## src/rtl/field_alu.sv

```systemverilog
// Nibble-serial field arithmetic unit for Saturn register fields.
// Walks the selected nibbles low to high, one per clock, applying
// ADD/SUB/INC/DEC in hex or BCD with the carry rippling between nibbles.
// Nibbles outside the field keep the value of operand A.
//
// state | meaning
// IDLE  | waiting for start; result/carry hold the last completed operation
// RUN   | processing nibble idx; count nibbles remain after this one
module field_alu (
    input  logic        clk,
    input  logic        rst_n,
    input  logic        start,
    input  logic [1:0]  op,
    input  logic        dec_mode,
    input  logic [3:0]  nibble_start,
    input  logic [3:0]  nibble_width,
    input  logic [63:0] a,
    input  logic [63:0] b,
    output logic        busy,
    output logic        done,
    output logic [63:0] result,
    output logic        carry
);

    typedef enum logic {
        IDLE = 1'b0,
        RUN  = 1'b1
    } state_t;

    state_t      state;
    logic [1:0]  op_q;
    logic        dec_q;
    logic [3:0]  idx;
    logic [3:0]  count;
    logic [63:0] b_q;
    logic        c;

    logic [5:0]  bit_pos;
    logic [3:0]  x;
    logic [3:0]  y;
    logic [4:0]  sum;
    logic [4:0]  sum_m10;
    logic [4:0]  need;
    logic [4:0]  diff;
    logic        borrow;
    logic [3:0]  nib_out;
    logic        nib_co;

    // Per-nibble arithmetic on the current field nibble. Operand A is read
    // back from result, which was loaded with A at start and whose nibbles
    // are each overwritten exactly once, after they have been consumed.
    always_comb begin
        bit_pos = {idx, 2'b00};
        x       = result[bit_pos +: 4];
        y       = op_q[1] ? 4'h0 : b_q[bit_pos +: 4];
        sum     = {1'b0, x} + {1'b0, y} + {4'b0000, c};
        sum_m10 = sum - 5'd10;
        need    = {1'b0, y} + {4'b0000, c};
        diff    = {1'b0, x} - need;
        borrow  = ({1'b0, x} < need);
        nib_out = 4'h0;
        nib_co  = 1'b0;
        if (!op_q[0]) begin
            if (dec_q) begin
                if (sum > 5'd9) begin
                    nib_out = sum_m10[3:0];
                    nib_co  = 1'b1;
                end else begin
                    nib_out = sum[3:0];
                    nib_co  = 1'b0;
                end
            end else begin
                nib_out = sum[3:0];
                nib_co  = sum[4];
            end
        end else begin
            nib_co = borrow;
            // BCD borrow: x+10-y-c mod 16 equals (x-y-c mod 16) + 10 mod 16
            if (dec_q && borrow) begin
                nib_out = diff[3:0] + 4'd10;
            end else begin
                nib_out = diff[3:0];
            end
        end
    end

    // Control FSM: latch the request, then step one nibble per clock with a
    // down-counter on the remaining field length.
    always_ff @(posedge clk or negedge rst_n) begin
        if (!rst_n) begin
            state  <= IDLE;
            op_q   <= 2'b00;
            dec_q  <= 1'b0;
            idx    <= 4'h0;
            count  <= 4'h0;
            b_q    <= 64'h0;
            c      <= 1'b0;
            busy   <= 1'b0;
            done   <= 1'b0;
            result <= 64'h0;
            carry  <= 1'b0;
        end else begin
            case (state)
                IDLE: begin
                    done <= 1'b0;
                    if (start) begin
                        op_q   <= op;
                        dec_q  <= dec_mode;
                        b_q    <= b;
                        result <= a;
                        idx    <= nibble_start;
                        count  <= nibble_width;
                        c      <= op[1];
                        busy   <= 1'b1;
                        state  <= RUN;
                    end
                end
                RUN: begin
                    result[bit_pos +: 4] <= nib_out;
                    c   <= nib_co;
                    idx <= idx + 4'd1;
                    if (count == 4'h0) begin
                        busy  <= 1'b0;
                        done  <= 1'b1;
                        carry <= nib_co;
                        state <= IDLE;
                    end else begin
                        count <= count - 4'd1;
                    end
                end
                default: state <= IDLE;
            endcase
        end
    end

endmodule

```

## config.mk

```make
export PLATFORM = sky130hd
export DESIGN_NAME = field_alu
export DESIGN_NICKNAME = d
export VERILOG_FILES = /design/src/rtl/field_alu.sv
export SDC_FILE = /design/constraint.sdc
export NUM_CORES = 1
export LEC_CHECK = 0
export BUFFER_PORTS_ARGS = -buffer_cell sky130_fd_sc_hd__clkbuf_2
export CAP_MARGIN = 0
export CORE_AREA = 2 2 90 179
export DETAILED_ROUTE_END_ITERATION = 8
export DIE_AREA = 0 0 92 181
export PLACE_DENSITY = 0.8
export SYNTH_ARGS = -nofsm -noshare
export SYNTH_HDL_FRONTEND = slang
export SYNTH_SLANG_ARGS = --single-unit
```

## constraint.sdc

```tcl
create_clock -name clk -period 6.9 [get_ports clk]
set_clock_uncertainty 0.2 [all_clocks]
set_input_delay 1.38 -clock clk [delete_from_list [all_inputs] [get_ports clk]]
set_output_delay 1.38 -clock clk [all_outputs]
set_load 0.01 [all_outputs]
```

### Word-level counts from Yosys, hierarchy flattened

Cells that the tools add are included.

* add/sub/neg operators: 9
* $mul: 0
* divide/modulo/power cells: 0
* order comparisons: 2
* equal/unequal tests: 3
* shift-type cells: 4
* multiplexer cells: 26
* bitwise logic cells: 1
* reductions and logical operators: 6

Operators by type and width (count)
* one-hot mux 64 bit (2 select lines): 1
* indexed part select 64 x 7 -> 4 bit: 2
* bitwise mux 64 bit: 1
* 2-to-1 mux 64 bit: 1
* variable shift 4 x 8 -> 64 bit (first input constant): 1
* indexed part select 4 x 8 -> 64 bit: 1
* 2-to-1 mux 4 bit: 8
* one-hot mux 4 bit (2 select lines): 2
* 2-to-1 mux 1 bit: 9
* negator 6 -> 8 bit: 1
* one-hot mux 1 bit (2 select lines): 4
* AND reduction 2 bit: 4
* adder 4 x 1 -> 5 bit: 1
* adder 4 x 4 -> 5 bit: 1
* adder 5 x 1 -> 5 bit: 1
* greater-than comparator 5 x 4 -> 1 bit (second input constant): 1
* < comparator 4 x 5 -> 1 bit: 1
* adder 4 x 1 -> 4 bit (second input constant): 1
* adder 4 bit (second input constant): 1
* zero test 4 bit: 1
* != test 2 bit (second input constant): 2
* subtractor 4 x 1 -> 4 bit (second input constant): 1
* subtractor 4 bit: 1
* subtractor 4 bit (second input constant): 1
* other kinds (3): 3

* register bits: 144
* latch bits: 0
* RAM bits: 0
* ROM bits: 0
* input bits: 142
* output and inout port bits: 67
* word-level logic and storage cells: 62
* memories kept: 0

### Logic depth before layout (Yosys ltp)

* word-level depth: 11
* mapped depth: 21
* gate-level depth less buffers: 17

### Worst setup path before layout

No wires, ideal clock.

* path kind: register -> register
* start point: register idx[0]
* end point: register result[51]
* arrival time: 4576 ps
* setup slack: 1996 ps
* stages on the path, launching flop included: 19
* buffers on the path: 4
* period minus slack after synthesis: 4904 ps
* cells stage by stage: dfrtp_1 buf_6 buf_4 buf_1 mux4_2 a211oi_1 a311oi_1 fa_1 fa_1 xor2_1 inv_1 ha_1 nand2b_1 a21oi_1 nor2_1 a211oi_1 a31o_2 buf_2 o21ai_0

* word-level cells in the longest chain between the ends: 11
* elaborated cells between the ends (all ways): 21
* classes of those cells: add/sub (7); order compare (2); shift (4); mux (7); reduce/logical (1)

Ends and longest elaborated chain
* start: declaration: RTL line 33 `logic [3:0] idx;`
* start signal: assignment: RTL line 111 `idx <= nibble_start;`
* start signal: assignment: RTL line 121 `idx <= idx + 4'd1;`
* indexed part select 64 x 7 -> 4 bit: RTL line 55 `y = op_q[1] ? 4'h0 : b_q[bit_pos +: 4];`
* 2-to-1 mux 4 bit: RTL line 55
* adder 4 x 4 -> 5 bit: RTL line 56 `sum = {1'b0, x} + {1'b0, y} + {4'b0000, c};`
* adder 5 x 1 -> 5 bit: RTL line 56
* subtractor 4 bit or greater-than comparator 5 x 4 -> 1 bit (tied branches): RTL line 57, 65
* 2-to-1 mux 4 bit: RTL line 65 `if (sum > 5'd9) begin`
* 2-to-1 mux 4 bit: RTL line 64 `if (dec_q) begin`
* 2-to-1 mux 4 bit: RTL line 63 `if (!op_q[0]) begin`
* indexed part select 4 x 8 -> 64 bit: RTL line 119 `result[bit_pos +: 4] <= nib_out;`
* bitwise mux 64 bit (*): RTL line 119
* one-hot mux 64 bit (2 select lines) (*): RTL line 103 `case (state)`
* end signal: indexed assignment: RTL line 119
* end: declaration: RTL line 21 `output logic [63:0] result,`

Mark *: on every way between the ends. The rest lies on a longest branch, timed or not.
A chain may end at the register's enable or synchronous reset.

### Worst setup path after layout

* start point: register idx[2]
* end point: register result[61]

The elaborated chain is that of the path after synthesis.

==> summary.txt <==
Global routing
  • Met1 Use GR: 0.3446
  • Pin count of the biggest net entering global routing: 100
  • Grt peak-use layer: met2
  • Met3 Use GR: 0.06088
  • GRT Total Usage: 0.3294
  • M2 GR Usage: 0.5712
  • Antenna violations before repair: 0
  • First-pass GRT wire length: about 42 mm
  • Vias in the first global route: approximately 8000
  • Total grt overflow: 0

Timing
  • Final hold vios: 0
  • Max Clk Rate: between 150 and 200 MHz
  • Crit path time final: approximately 5.4 ns
  • Final Cycle Share: 0.7778
  • Slew @ Worst Pin: about 1.1 ns
  • RSZ-0062 raised after global routing: no
  • Slew Limit Fails: 0
  • Final TNS setup: 0 ns
  • Max_slew headroom: 0.2721
  • Final setup viols: 0

Clock tree
  • Post-CTS Setup Inserts: 0
  • CTS tree: done
  • CTS Hold Bufs: 0
  • H-tree levels: 4
  • Worst-Skew Late Latency: 0.42 ns
  • Root Buffer: clkbuf_16
  • Clk sinks: ~140
  • CTS Buf Count: 17
  • Post-cts sizing count: 0
  • Clk buf depth: 2
  • Clock transition at the registers of the reported paths: ~0.060 ns

Job
  • # Max-Cap Violations: 0

Hold path
  • Worst Hold Class: flop to flop

Yosys
  • Mux contribution to synthesized area: 0.09797
  • Async SR Flop Fraction: 1.000
  • Post-synthesis compound-gate area fraction: 0.1798
  • Main combinational cell family by area after synthesis: simple AND/OR/NAND/NOR gates
  • Xor/xnor cell area share of the yosys netlist: 0.009689
  • Simple-Gate Fraction of Synth Area: 0.1962
  • Register area share after synthesis: 0.4429
  • Post-synth EDFFs: 0
  • Yosys warnings: 0
  • FF+latch count, synth: about 140
  • Post-synth cell types: 70
  • Syn nets: ~1000
  • Cell Area, Synth: 8135 sq um
  • Cells after Synth: around 880
  • Mean post-synth cell area: around 9.2 sq um
  • Synth Area in Adders: 0.03199
  • Main synth FF type: dfrtp_1

Worst setup path
  • Worst Setup Path Type: flop to flop
  • CP Data Required Time: 6.97 ns
  • Crit. End Element: flop
  • Worst-path maximum fanout: 32
  • Launching element type of the critical path: flop
  • CP arrival: approximately 5.4 ns

Route
  • Vias per cell: roughly 6.2
  • DRC viols: 0
  • Drt total wl: roughly 27 mm
  • First-pass iteration count of the detailed router: 6
  • Initial DRC count: approximately 490
  • Vias: between 7000 and 8000
  • Final antenna-violating net count: 0
  • Routed length per instance: ~21 um

Floorplanning
  • Core Box Area: about 15000 sq um
  • Initial core utilization: 0.5347
  • Num rows: between 60 and 70
  • DIE AREA: 16650 sq um
  • Die X: ~92 um
  • Die height: ~180 um
  • Ports: approximately 210

Placement
  • DP HPWL: around 20 mm
  • I/O Buffers: approximately 210
  • Area after DPL: just over 9000 sq um
  • Routability cong.: 1.025

Final layout
  • Area Overhead vs Synth: 21.24%
  • Reg area: about 3600 sq um
  • Final Cell Area: 9863 sq um
  • Final nets: between 1000 and 1500
  • Ant diodes: 0
  • Filler instances: 1322
  • Multi-input gate area: 4210 sq um
  • Share of cells above drive strength 1: 0.2740

Outcome
  • Outcome: finished clean
stage by stage:
stage                     cells  worst slack (ns)  utilization  hold slack, ns
after floorplan             883             1.996            -          0.2373
after global placement     1239             1.759       0.6082          0.2497
after detailed placement   1239             1.612       0.6082          0.2552
after CTS                  1271             1.621       0.6483          0.2685
after global routing       1271             1.132       0.6483          0.2968
final                      1271             1.533       0.6483          0.2616
worst max-delay path, stage by stage, from the launching register on:
cell and delay [ns]:
dfrtp_1 1.06, nor2_1 0.34, a221oi_1 0.42, nor2_1 0.08, o21ai_0 0.22, nor2b_1 0.33
ha_1 0.32, inv_1 0.07, ha_1 0.21, nor2b_1 0.13, o21a_1 0.20, o21ai_0 0.30
a32oi_4 0.12, or3_4 0.37, a31oi_4 0.63, o21ai_0 0.21
cells in the final DEF (no fill, tap or decap), types with 5 or more instances in the layout:
cell / count
nand2_1: 262
clkbuf_2: 207
dfrtp_1: 143
nor2_1: 42
a21oi_1: 41
o22ai_1: 29
mux2i_1: 25
o21ai_0: 25
inv_1: 22
mux4_2: 17
a22oi_1: 17
clkbuf_16: 17
o31ai_1: 16
ha_1: 16
nand3_1: 13
nor2b_1: 8
a211oi_1: 8
and2_1: 8
nor3_1: 8
a21o_1: 8
o221ai_1: 7
and3_1: 7
a21oi_2: 7
or2_2: 6
nand2b_1: 6
xnor2_1: 5
nand4_1: 5
buf_4: 5
flip-flops by register name (all words and copies together), names as in the netlist:
name / cells
done: 1
result: 64
op_q: 2
c: 1
state: 1
busy: 1
dec_q: 1
carry: 1
count: 4
idx: 4
b_q: 64
path summary, 6_finish.rpt:
| check | startpoint | to | slack [ns] | depth (start not counted) |
|---|---|---|---|---|
| min in group asynchronous | rst_n | b_q[42]$_DFFE_PN0P_ | 0.86 | 1 |
| max reg2reg | idx[2]$_DFFE_PN0P_ | result[61]$_DFFE_PN0P_ | 1.53 | 15 |
| max in group asynchronous | rst_n | b_q[11]$_DFFE_PN0P_ | 4.47 | 2 |
| max | idx[2]$_DFFE_PN0P_ | result[61]$_DFFE_PN0P_ | 1.53 | 15 |
| min | b_q[6]$_DFFE_PN0P_ | b_q[6]$_DFFE_PN0P_ | 0.26 | 2 |
| min reg2reg | b_q[6]$_DFFE_PN0P_ | b_q[6]$_DFFE_PN0P_ | 0.26 | 2 |
synthesized netlist by cell type, drive strengths merged, types with 9 or more instances:
cell    instances  share of area
inv            22          0.010
o31ai          18          0.018
a21oi          48          0.033
o22ai          32          0.027
nand2         263           0.12
ha             16          0.025
nor2           42          0.019
mux4           21          0.060
mux2i          26          0.032
dfrtp         144           0.44
clkbuf         36          0.017
o21ai          26          0.016
a22oi          17          0.016
buf            20          0.014
nor2b           9         0.0069
nand3          13         0.0080
final cells by class:
cell class,instances,area share
multi-input combinational,660,0.4269
sequential,144,0.3655
timing repair buffer,214,0.1120
clock buffer,23,0.04846
tap,198,0.02512
clock inverter,9,0.01332
inverter,23,0.008753
cell families after synthesis:
kind of cell               Yosys count
and+or+nand+nor                    378
adders and majority gates           19
DFF                                144
AOI/OAI and AO/OA                  203
buffers and inverters               79
muxes                               51
xor gates and xnor gates             9
metal layers:
metal  part of all wire  up-vias
met5                  0        -
met4              0.089        0
met3              0.071      151
met2               0.52      488
met1               0.32     3789
li1                   -     3488
Power is left out: the tool's default activity adds up to more than one toggle a clock period on the data nets, which glitch-free logic cannot reach.
